## src/rtl/seg_scan_reader.sv

```systemverilog
// seg_scan_reader
//   Watches a multiplexed seven-segment bus and recovers the hex value shown
//   on each digit. Every digit is filtered for stability, decoded back to a
//   nibble, and gathered into a frame. Frames are offered on a valid/ready
//   interface.
//
//   Optional feature: define SEG_SCAN_READER_DP_EN to also recover the
//   decimal point of each digit (ports seg_dp / frame_dp).
//
// Parameters
//   DIGITS      number of multiplexed digits (1..8)
//   STABLE_CYC  consecutive identical samples required before capture (2..255)
//
// Ports
//   clk          system clock
//   rst          synchronous active-high reset
//   seg          segment pattern {a,b,c,d,e,f,g}, 1 = lit
//   sel_n        active-low digit select, bit i = digit i
//   seg_dp       decimal point input (SEG_SCAN_READER_DP_EN only)
//   frame_data   decoded nibbles, digit i at [4i+3:4i]
//   frame_err    bit i set = digit i pattern was not a legal code
//   frame_dp     captured decimal points (SEG_SCAN_READER_DP_EN only)
//   frame_valid  a frame is being presented
//   frame_ready  consumer accepts the presented frame
//   overrun      one-cycle pulse when a completed frame had to be dropped
module seg_scan_reader #(
    parameter int DIGITS     = 4,
    parameter int STABLE_CYC = 4
) (
    input  logic                  clk,
    input  logic                  rst,
    input  logic [6:0]            seg,
    input  logic [DIGITS-1:0]     sel_n,
`ifdef SEG_SCAN_READER_DP_EN
    input  logic                  seg_dp,
    output logic [DIGITS-1:0]     frame_dp,
`endif
    output logic [4*DIGITS-1:0]   frame_data,
    output logic [DIGITS-1:0]     frame_err,
    output logic                  frame_valid,
    input  logic                  frame_ready,
    output logic                  overrun
);

`ifdef SEG_SCAN_READER_DP_EN
    localparam int DP_W = 1;
`else
    localparam int DP_W = 0;
`endif
    localparam int SW = DIGITS + 7 + DP_W;
    localparam int CW = $clog2(STABLE_CYC + 1);
    localparam int IW = (DIGITS > 1) ? $clog2(DIGITS) : 1;
    // Reset sample looks like a blanked display: no digit selected, no segment lit.
    localparam logic [SW-1:0] SAMP_RST = {{DIGITS{1'b1}}, {(SW - DIGITS){1'b0}}};

    typedef enum logic {
        COLLECT = 1'b0,
        PRESENT = 1'b1
    } state_t;

    // Exactly one digit selected (one bit low).
    function automatic logic one_low(input logic [DIGITS-1:0] s);
        return ($countones(~s) == 1);
    endfunction

    // Position of the low bit; only meaningful when one_low() is true.
    function automatic logic [IW-1:0] low_idx(input logic [DIGITS-1:0] s);
        logic [IW-1:0] idx;
        idx = '0;
        for (int i = 0; i < DIGITS; i++) begin
            if (!s[i]) idx = IW'(i);
        end
        return idx;
    endfunction

    // Returns {err, nibble}; unknown patterns decode to nibble 0 with err set.
    function automatic logic [4:0] decode(input logic [6:0] p);
        logic [4:0] r;
        case (p)
            7'b1111110: r = 5'h00;
            7'b0110000: r = 5'h01;
            7'b1101101: r = 5'h02;
            7'b1111001: r = 5'h03;
            7'b0110011: r = 5'h04;
            7'b1011011: r = 5'h05;
            7'b1011111: r = 5'h06;
            7'b1110000: r = 5'h07;
            7'b1111111: r = 5'h08;
            7'b1111011: r = 5'h09;
            7'b1110111: r = 5'h0A;
            7'b0011111: r = 5'h0B;
            7'b1001110: r = 5'h0C;
            7'b0111101: r = 5'h0D;
            7'b1001111: r = 5'h0E;
            7'b1000111: r = 5'h0F;
            default:    r = 5'h10;
        endcase
        return r;
    endfunction

    logic [SW-1:0]       in_vec;
    logic [SW-1:0]       samp;
    logic [CW-1:0]       cnt;
    logic                stable;
    logic                cap_ok;
    logic [IW-1:0]       cap_idx;
    logic [4:0]          dec;
    logic [DIGITS-1:0]   samp_sel;
    logic [6:0]          samp_seg;

    logic [4*DIGITS-1:0] slot_data, slot_data_nx;
    logic [DIGITS-1:0]   slot_err, slot_err_nx;
    logic [DIGITS-1:0]   seen, seen_nx;
    logic                complete;

    state_t              state, state_nx;
    logic                load;
    logic                drop;

`ifdef SEG_SCAN_READER_DP_EN
    logic [DIGITS-1:0]   slot_dp, slot_dp_nx;
    assign in_vec = {sel_n, seg, seg_dp};
`else
    assign in_vec = {sel_n, seg};
`endif

    assign samp_sel = samp[SW-1 -: DIGITS];
    assign samp_seg = samp[6+DP_W -: 7];

    // Capture fires only on the step from STABLE_CYC-1 to STABLE_CYC, so a
    // window that stays stable longer (counter saturated) captures once.
    assign stable  = (in_vec == samp);
    assign cap_ok  = stable && (cnt == CW'(STABLE_CYC - 1)) && one_low(samp_sel);
    assign cap_idx = low_idx(samp_sel);
    assign dec     = decode(samp_seg);

    // Slot update for this cycle's capture; the frame copy must include the
    // digit captured on the completing edge, so it reads these next values.
    always_comb begin
        slot_data_nx = slot_data;
        slot_err_nx  = slot_err;
        seen_nx      = seen;
`ifdef SEG_SCAN_READER_DP_EN
        slot_dp_nx   = slot_dp;
`endif
        if (cap_ok) begin
            slot_data_nx[4*int'(cap_idx) +: 4] = dec[3:0];
            slot_err_nx[cap_idx]               = dec[4];
            seen_nx[cap_idx]                   = 1'b1;
`ifdef SEG_SCAN_READER_DP_EN
            slot_dp_nx[cap_idx]                = samp[0];
`endif
        end
    end

    assign complete = &seen_nx;

    // Output-side FSM
    always_ff @(posedge clk) begin
        if (rst) state <= COLLECT;
        else     state <= state_nx;
    end

    always_comb begin
        state_nx = state;
        load     = 1'b0;
        drop     = 1'b0;
        case (state)
            COLLECT: begin
                if (complete) begin
                    load     = 1'b1;
                    state_nx = PRESENT;
                end
            end
            PRESENT: begin
                // A frame completing while the old one is being accepted
                // replaces it directly; without acceptance it is dropped.
                if (complete) begin
                    if (frame_ready) load = 1'b1;
                    else             drop = 1'b1;
                end else if (frame_ready) begin
                    state_nx = COLLECT;
                end
            end
            default: state_nx = COLLECT;
        endcase
    end

    assign frame_valid = (state == PRESENT);

    // Sampling, stability filter, slots and frame registers
    always_ff @(posedge clk) begin
        if (rst) begin
            samp       <= SAMP_RST;
            cnt        <= '0;
            seen       <= '0;
            slot_data  <= '0;
            slot_err   <= '0;
            frame_data <= '0;
            frame_err  <= '0;
            overrun    <= 1'b0;
`ifdef SEG_SCAN_READER_DP_EN
            slot_dp    <= '0;
            frame_dp   <= '0;
`endif
        end else begin
            samp <= in_vec;
            if (!stable) begin
                cnt <= '0;
            end else if (cnt != CW'(STABLE_CYC)) begin
                cnt <= cnt + 1'b1;
            end
            slot_data <= slot_data_nx;
            slot_err  <= slot_err_nx;
            seen      <= complete ? '0 : seen_nx;
            if (load) begin
                frame_data <= slot_data_nx;
                frame_err  <= slot_err_nx;
            end
            overrun <= drop;
`ifdef SEG_SCAN_READER_DP_EN
            slot_dp <= slot_dp_nx;
            if (load) frame_dp <= slot_dp_nx;
`endif
        end
    end

endmodule

```

## config.mk

```make
export PLATFORM = sky130hd
export DESIGN_NAME = seg_scan_reader
export DESIGN_NICKNAME = d
export VERILOG_FILES = /design/src/rtl/seg_scan_reader.sv
export SDC_FILE = /design/constraint.sdc
export NUM_CORES = 1
export LEC_CHECK = 0
export ABC_CLOCK_PERIOD_IN_PS = 3100
export CAP_MARGIN = 20
export CELL_PAD_IN_SITES_DETAIL_PLACEMENT = 0
export CELL_PAD_IN_SITES_GLOBAL_PLACEMENT = 2
export CORE_MARGIN = 2
export CORE_UTILIZATION = 32
export DETAILED_ROUTE_END_ITERATION = 8
export GPL_ROUTABILITY_DRIVEN = 0
export PLACE_DENSITY_LB_ADDON = 0.1
export SLEW_MARGIN = 20
export SYNTH_ARGS = -nofsm -noshare
export SYNTH_HDL_FRONTEND = slang
export SYNTH_SLANG_ARGS = --single-unit
```

## constraint.sdc

```tcl
create_clock -name clk -period 3.1 [get_ports clk]
set_input_delay 0.62 -clock clk [delete_from_list [all_inputs] [get_ports clk]]
set_output_delay 0.62 -clock clk [all_outputs]
set_load 0.005 [all_outputs]
```

==> flow_results.xml, run 1 <==
<?xml version="1.0" encoding="UTF-8"?>
<metrics>
  <group name="run_status">
    <metric name="run_status" unit="">completed</metric>
  </group>
  <group name="clocking">
    <metric name="numCtsBuffers" unit="">9</metric>
    <metric name="clock_insertion_delay_worst_skew" unit="ns">0.34</metric>
    <metric name="cts.sink_count" unit="">60</metric>
    <metric name="cts.reportedPaths.clkPinSlew" unit="ns">0.07</metric>
    <metric name="clock_tree.buffer_depth" unit="">2</metric>
    <metric name="cts.htree.levels" unit="">3</metric>
    <metric name="tritoncts" unit="">yes</metric>
    <metric name="ctsRootBufferMaster" unit="">sky130_fd_sc_hd__clkbuf_8</metric>
  </group>
  <group name="place">
    <metric name="dp.final_hpwl" unit="mm">4.53</metric>
    <metric name="placement.io_buffers" unit="">35</metric>
    <metric name="post-place-ws" unit="ns">0.0244</metric>
    <metric name="placedCellCount" unit="">445</metric>
  </group>
  <group name="timing">
    <metric name="fin_crit_sh" unit="">0.946</metric>
    <metric name="worst_pin_slew" unit="ns">0.508</metric>
    <metric name="worst_hold_slack" unit="ns">0.462</metric>
    <metric name="slew_headroom" unit="">0.657</metric>
    <metric name="final.setup_skew" unit="ns">0.00998</metric>
    <metric name="layout_setup_ws" unit="ns">0.168</metric>
    <metric name="finalWorstPathRequiredPeriod" unit="ns">2.93</metric>
    <metric name="setup_viol" unit="">0</metric>
    <metric name="finalHoldViolCount" unit="">0</metric>
    <metric name="max_freq" unit="GHz">0.341</metric>
    <metric name="slew_viol_final" unit="">0</metric>
  </group>
  <group name="global_routing">
    <metric name="grt_first_pass_wirelength" unit="mm">11.0</metric>
    <metric name="grt_antenna_before_repair" unit="">0</metric>
    <metric name="grt_remaining_overflow" unit="">0</metric>
    <metric name="global_route.usage.total" unit="">0.141</metric>
    <metric name="first_global_vias" unit="">2230</metric>
    <metric name="grt_max_degree" unit="">26</metric>
  </group>
  <group name="yosys">
    <metric name="synth-async-reset-ratio" unit="">0</metric>
    <metric name="yosysTopAreaCellShare" unit="">0.409</metric>
    <metric name="syn_avg_cell_area" unit="µm²">9.83</metric>
    <metric name="yosysWarningCount" unit="">0</metric>
    <metric name="synth.distinct_cells" unit="">56</metric>
    <metric name="syn-instance-count" unit="">299</metric>
    <metric name="synth.ff_latch_count" unit="">60</metric>
    <metric name="synthFlopType" unit="">sky130_fd_sc_hd__dfxtp_1</metric>
    <metric name="synth_enable_flop_cells" unit="">0</metric>
    <metric name="synth.area.top_cells" unit="">sky130_fd_sc_hd__dfxtp_1 41%, sky130_fd_sc_hd__mux2_4 6.6%, sky130_fd_sc_hd__nor2b_1 6.4%</metric>
    <metric name="sequential_cell_area_fraction_in_the_yosys_report" unit="">0.409</metric>
    <metric name="syn-num-nets" unit="">319</metric>
    <metric name="post_synth_instance_area" unit="mm²">0.00294</metric>
    <metric name="netlist.top_cell.by_area" unit="">sky130_fd_sc_hd__dfxtp_1</metric>
  </group>
  <group name="routing">
    <metric name="number_of_violations_reported_at_the_end_of_detailed_routing_iteration_0" unit="">53</metric>
    <metric name="vias" unit="">2287</metric>
    <metric name="post_drt_wl_per_cell" unit="µm">14.2</metric>
    <metric name="antenna_violating_nets_post_route" unit="">0</metric>
    <metric name="drt_drc_violations_left" unit="">0</metric>
    <metric name="detailedRoute.firstPassIterationCount" unit="">4</metric>
    <metric name="post_drt_via_cell_ratio" unit="">4.90</metric>
    <metric name="routed_wirelength" unit="mm">6.63</metric>
  </group>
  <group name="finish">
    <metric name="fin_cells" unit="">467</metric>
    <metric name="finish.net_count" unit="">374</metric>
    <metric name="antenna_cells_inserted" unit="">0</metric>
    <metric name="footprint_of_the_multi_input_gates" unit="mm²">0.00166</metric>
    <metric name="ff_latch_area" unit="mm²">0.00120</metric>
    <metric name="fillerInstances" unit="">882</metric>
    <metric name="layout_common_cells" unit="">58 x sky130_fd_sc_hd__dfxtp_1, 34 x sky130_fd_sc_hd__clkdlybuf4s50_1, 30 x sky130_fd_sc_hd__nor2b_1</metric>
    <metric name="area_delta_synth_final" unit="%">31.2</metric>
    <metric name="finish.utilization" unit="">0.438</metric>
    <metric name="final_common_cell" unit="">sky130_fd_sc_hd__dfxtp_1</metric>
    <metric name="share_of_cells_above_drive_strength_1" unit="">0.226</metric>
  </group>
  <group name="die">
    <metric name="dieHeight" unit="µm">99.8</metric>
    <metric name="row_count" unit="">34</metric>
    <metric name="number_of_i_o_pins" unit="">36</metric>
    <metric name="design.core.area" unit="mm²">0.00881</metric>
    <metric name="starting_density" unit="">0.334</metric>
    <metric name="die_w" unit="µm">99.8</metric>
    <metric name="fp.dieArea" unit="mm²">0.00996</metric>
  </group>
  <group name="min_path">
    <metric name="hold_path_depth" unit="">2</metric>
    <metric name="min_to" unit="">slot_err[3]</metric>
    <metric name="hold_path.startpoint" unit="">slot_err[3]</metric>
    <metric name="hold_class" unit="">flip-flop to flip-flop</metric>
  </group>
  <group name="setup_path">
    <metric name="reg2reg_setup_slack" unit="ns">0.17</metric>
    <metric name="critical_path.startpoint_type" unit="">flip-flop</metric>
    <metric name="setup.worst_path.class" unit="">flip-flop to flip-flop</metric>
    <metric name="crit_end_category" unit="">flip-flop</metric>
    <metric name="reg2regPathDepth" unit="">11</metric>
    <metric name="worst_r2r_endpoint" unit="">frame_data[1]</metric>
    <metric name="critical_path.max_fanout" unit="">6</metric>
    <metric name="regToRegStartpoint" unit="">samp[8]</metric>
    <metric name="arrival" unit="ns">3.16</metric>
    <metric name="timing.critical_path.required" unit="ns">3.33</metric>
  </group>
  <group name="pwr">
    <metric name="cellPowerDensity" unit="mW/mm²">422</metric>
    <metric name="total_power" unit="µW">1630</metric>
    <metric name="vdd_ir_drop_max" unit="mV">0.241</metric>
    <metric name="leakage_power_total" unit="µW">0.00149</metric>
  </group>
  <group name="flow_run">
    <metric name="cap_viol_max_count" unit="">0</metric>
  </group>
</metrics>
routing by layer:
| layer | GRT usage | part of all wire | wire length [µm] |
|---|---|---|---|
| met1 | 0.174 | 0.47 | 3140 |
| met2 | 0.234 | 0.48 | 3200 |
| met3 | 0.0474 | 0.034 | 226 |
| met4 | 0.0443 | 0.0099 | 66 |
| met5 | 0 | 0 | 0 |
timing repair:
| item | in CTS | in global routing |
|---|---|---|
| gates resized for setup | 0 | 12 |
| hold endpoints to repair | 0 | 0 |
| setup endpoints to repair | 0 | 23 |
| setup buffers | 0 | 3 |
| hold buffers | 0 | 0 |
logic make-up (layout without fill, tap and decap cells):
logic type	after synthesis	count (layout)	share of synthesized area
and+or+nand+nor	111	111	0.233
xor gates and xnor gates	13	13	0.0388
AOI/OAI and AO/OA	52	52	0.139
adders and majority gates	6	6	0.0281
muxes	23	23	0.103
DFF	60	60	0.409
buffers and inverters	34	94	0.0494
worst max-delay path, cell delays in order, from the launching register on:
cell and delay, ns:
sky130_fd_sc_hd__dfxtp_2 0.33, sky130_fd_sc_hd__fa_1 0.52, sky130_fd_sc_hd__inv_1 0.04, sky130_fd_sc_hd__ha_2 0.17
sky130_fd_sc_hd__ha_4 0.23, sky130_fd_sc_hd__nand4bb_4 0.24, sky130_fd_sc_hd__nor3_2 0.20, sky130_fd_sc_hd__nand4_1 0.16
sky130_fd_sc_hd__nor2_2 0.23, sky130_fd_sc_hd__o211ai_4 0.18, sky130_fd_sc_hd__clkbuf_16 0.21, sky130_fd_sc_hd__mux2_4 0.29
cell type report:
type                       instances  share of cell area
multi-input combinational        205               0.430
sequential                        60               0.312
timing repair buffer              61               0.154
clock buffer                      12              0.0403
inverter                          17              0.0166
tap                              108              0.0351
clock inverter                     4              0.0123
synth_stat cells (3+ instances only):
cell type,instances
sky130_fd_sc_hd__xor2_1,12
sky130_fd_sc_hd__nand2_1,15
sky130_fd_sc_hd__mux2_4,13
sky130_fd_sc_hd__clkbuf_1,11
sky130_fd_sc_hd__nor3b_1,3
sky130_fd_sc_hd__nor2_1,14
sky130_fd_sc_hd__or2_2,4
sky130_fd_sc_hd__nand4_1,4
sky130_fd_sc_hd__o21a_1,10
sky130_fd_sc_hd__nand2b_1,6
sky130_fd_sc_hd__ha_1,5
sky130_fd_sc_hd__mux2i_1,5
sky130_fd_sc_hd__mux2_1,5
sky130_fd_sc_hd__inv_1,17
sky130_fd_sc_hd__a21oi_1,11
sky130_fd_sc_hd__nor2b_1,30
sky130_fd_sc_hd__nand3_1,3
sky130_fd_sc_hd__nor3_1,9
sky130_fd_sc_hd__dfxtp_1,60
sky130_fd_sc_hd__a211oi_1,9
state kept, by name, summed over array words and instances, names as in the netlist:
register,flops
slot_err,4
samp,11
cnt,3
frame_valid,1
frame_err,4
seen,4
overrun,1
frame_data,16
slot_data,16
report_power, final:
part           switching, µW  internal [µW]
registers               16.7            779
logic                   56.0           52.1
clock network            312            413
total                    385           1240
worst max-delay path by stage:
stage / start / endpoint / slack, ns / depth (start not counted)
final: samp[8] / frame_data[1] / 0.17 / 11
after global routing: samp[8] / frame_data[7] / -0.002 / 11
after CTS: samp[7] / frame_data[15] / 0.01 / 11
after detailed placement: samp[7] / frame_data[8] / 0.02 / 11
after global placement: samp[7] / frame_data[8] / 0.08 / 11
after floorplan: samp[7] / frame_data[0] / 0.13 / 11
stage by stage:
step                      area, µm²   TNS, ns
after floorplan                2940         0
after global placement         3500         0
after detailed placement       3500         0
after CTS                      3700         0
after global routing           3850  -0.00341
final                          3850         0
Power figures use the tool's default switching activity.
==> run 2: changes to the inputs <==
- ABC_CLOCK_PERIOD_IN_PS: 3100 -> 3050
- CORE_UTILIZATION: 32 -> 35
- clock period: 3.1 -> 3.05 ns (I/O delays scaled with it)
==> flow_results.xml, run 2 (same netlist as run 1, synthesis figures left out) <==
<?xml version="1.0" encoding="UTF-8"?>
<metrics>
  <group name="timing">
    <metric name="slew_headroom" unit="">0.640</metric>
    <metric name="finalWorstPathRequiredPeriod" unit="ns">2.85</metric>
    <metric name="worst_hold_slack" unit="ns">0.457</metric>
    <metric name="final.setup_skew" unit="ns">0.00593</metric>
    <metric name="max_freq" unit="GHz">0.351</metric>
    <metric name="fin_crit_sh" unit="">0.935</metric>
    <metric name="setup-tns-final" unit="ns">0</metric>
    <metric name="slew_viol_final" unit="">0</metric>
    <metric name="worst_pin_slew" unit="ns">0.533</metric>
    <metric name="setup_viol" unit="">0</metric>
    <metric name="finalHoldViolCount" unit="">0</metric>
  </group>
  <group name="global_routing">
    <metric name="grt_max_degree" unit="">38</metric>
    <metric name="grt_remaining_overflow" unit="">0</metric>
    <metric name="global_route.usage.total" unit="">0.150</metric>
    <metric name="first_global_vias" unit="">2128</metric>
    <metric name="grt_first_pass_wirelength" unit="mm">10.4</metric>
    <metric name="grt_antenna_before_repair" unit="">0</metric>
  </group>
  <group name="setup_path">
    <metric name="timing.critical_path.required" unit="ns">3.28</metric>
    <metric name="crit_end_category" unit="">flip-flop</metric>
    <metric name="critical_path.startpoint_type" unit="">flip-flop</metric>
    <metric name="cpMaxStageDelayCell" unit="">sky130_fd_sc_hd__fa_1</metric>
    <metric name="critical_path.max_fanout" unit="">8</metric>
    <metric name="stage_delay_of_the_slowest_cell_on_the_critical_path" unit="ns">0.52</metric>
    <metric name="setup.worst_path.class" unit="">flip-flop to flip-flop</metric>
    <metric name="arrival" unit="ns">3.08</metric>
    <metric name="critical_path.cell_chain" unit="">fa_1 &gt; inv_1 &gt; ha_2 &gt; ha_4 &gt; nand4bb_4 &gt; nor3_2 &gt; nand4_1 &gt; nor2_2 &gt; o211ai_2 &gt; buf_6 &gt; mux2_4</metric>
  </group>
  <group name="clocking">
    <metric name="clock_insertion_delay_worst_skew" unit="ns">0.34</metric>
    <metric name="numCtsBuffers" unit="">9</metric>
    <metric name="tritoncts" unit="">yes</metric>
    <metric name="cts.sink_count" unit="">60</metric>
    <metric name="ctsRootBufferMaster" unit="">sky130_fd_sc_hd__clkbuf_8</metric>
    <metric name="holdBufCountCts" unit="">0</metric>
    <metric name="clock_tree.buffer_depth" unit="">2</metric>
    <metric name="cts.reportedPaths.clkPinSlew" unit="ns">0.07</metric>
    <metric name="cts.htree.levels" unit="">3</metric>
  </group>
  <group name="finish">
    <metric name="share_of_cells_above_drive_strength_1" unit="">0.237</metric>
    <metric name="antenna_cells_inserted" unit="">0</metric>
    <metric name="layout_common_cells" unit="">58 x sky130_fd_sc_hd__dfxtp_1, 34 x sky130_fd_sc_hd__clkdlybuf4s50_1, 30 x sky130_fd_sc_hd__nor2b_1</metric>
    <metric name="footprint_of_the_multi_input_gates" unit="mm²">0.00166</metric>
    <metric name="fillerInstances" unit="">810</metric>
    <metric name="top_regs" unit="">frame_data: 16 flops, slot_data: 16 flops, samp: 11 flops</metric>
    <metric name="fin_cells" unit="">463</metric>
    <metric name="ff_latch_area" unit="mm²">0.00120</metric>
    <metric name="final_common_cell" unit="">sky130_fd_sc_hd__dfxtp_1</metric>
    <metric name="finish.net_count" unit="">373</metric>
    <metric name="area_delta_synth_final" unit="%">29.5</metric>
    <metric name="final_area" unit="mm²">0.00380</metric>
  </group>
  <group name="routing">
    <metric name="post_drt_wl_per_cell" unit="µm">13.5</metric>
    <metric name="post_drt_via_cell_ratio" unit="">4.91</metric>
    <metric name="detailedRoute.firstPassIterationCount" unit="">4</metric>
    <metric name="vias" unit="">2274</metric>
    <metric name="drt_drc_violations_left" unit="">0</metric>
    <metric name="routed_wirelength" unit="mm">6.24</metric>
    <metric name="antenna_violating_nets_post_route" unit="">0</metric>
    <metric name="number_of_violations_reported_at_the_end_of_detailed_routing_iteration_0" unit="">54</metric>
  </group>
  <group name="min_path">
    <metric name="hold_class" unit="">flip-flop to flip-flop</metric>
  </group>
  <group name="die">
    <metric name="row_count" unit="">33</metric>
    <metric name="starting_density" unit="">0.359</metric>
    <metric name="number_of_i_o_pins" unit="">36</metric>
    <metric name="fp.dieArea" unit="mm²">0.00914</metric>
    <metric name="design.core.area" unit="mm²">0.00818</metric>
    <metric name="dieHeight" unit="µm">95.6</metric>
    <metric name="die_w" unit="µm">95.6</metric>
  </group>
  <group name="pwr">
    <metric name="power.share.sequential" unit="">0.490</metric>
    <metric name="switching_power" unit="µW">402</metric>
    <metric name="leakage_power_total" unit="µW">0.00147</metric>
    <metric name="power.share.combinational" unit="">0.068</metric>
    <metric name="switching_share" unit="">0.245</metric>
    <metric name="cellPowerDensity" unit="mW/mm²">432</metric>
    <metric name="total_power" unit="µW">1640</metric>
    <metric name="vdd_ir_drop_max" unit="mV">0.251</metric>
    <metric name="power_frac_clock" unit="">0.441</metric>
    <metric name="internal_power" unit="µW">1240</metric>
  </group>
  <group name="run_status">
    <metric name="run_status" unit="">completed</metric>
  </group>
  <group name="place">
    <metric name="dp.final_hpwl" unit="mm">4.42</metric>
    <metric name="dpl-instance-area" unit="mm²">0.00350</metric>
    <metric name="placement.io_buffers" unit="">35</metric>
    <metric name="placedCellCount" unit="">444</metric>
  </group>
  <group name="flow_run">
    <metric name="cap_viol_max_count" unit="">0</metric>
  </group>
</metrics>
run 2: routing by layer:
metal  track usage  part of all wire
met3        0.0490             0.032
met4        0.0500             0.014
met2         0.229              0.47
met5             0                 0
met1         0.198              0.49
run 2: per-stage QoR:
stage,util,setup slack [ns]
3_3_place_gp,0.428,0.00688
5_1_grt,0.465,-0.0123
6_report,0.465,0.197
4_1_cts,0.453,0.00391
2_1_floorplan,-,0.0828
3_5_place_dp,0.428,-0.0375
run 2: cell type report:
type,instances,area share
timing repair buffer,60,0.143
multi-input combinational,205,0.436
tap,105,0.0345
clock inverter,6,0.0168
sequential,60,0.316
inverter,17,0.0168
clock buffer,10,0.0362
run 2: critical path, delay by kind of cell, from the launching register on:
kind,cells,cell delay (ns)
AOI/OAI and AO/OA,1,0.16
buffers and inverters,2,0.23
and+or+nand+nor,4,0.82
muxes,1,0.30
DFF,1,0.33
adders and majority gates,3,0.89
run 2: path summary, 6_finish.rpt:
kind	end	slack, ns	startpoint	depth (start not counted)
max reg2reg	frame_data[2]	0.20	samp[8]	11
min reg2reg	slot_data[7]	0.46	slot_data[7]	2
min	slot_data[7]	0.46	slot_data[7]	2
max	frame_data[2]	0.20	samp[8]	11
run 2: power groups by stage:
stage	registers, µW	clock network (µW)	logic (µW)
finish	807	726	112
global route	808	790	125
CTS	806	753	108
detailed placement	824	0	106
global placement	825	0	106
floorplan	816	0	71.6
run 2: what timing repair did:
item	in CTS	in global routing
setup endpoints to repair	16	24
gates resized for setup	2	16
buffers inserted	0	3
pin swaps	0	7
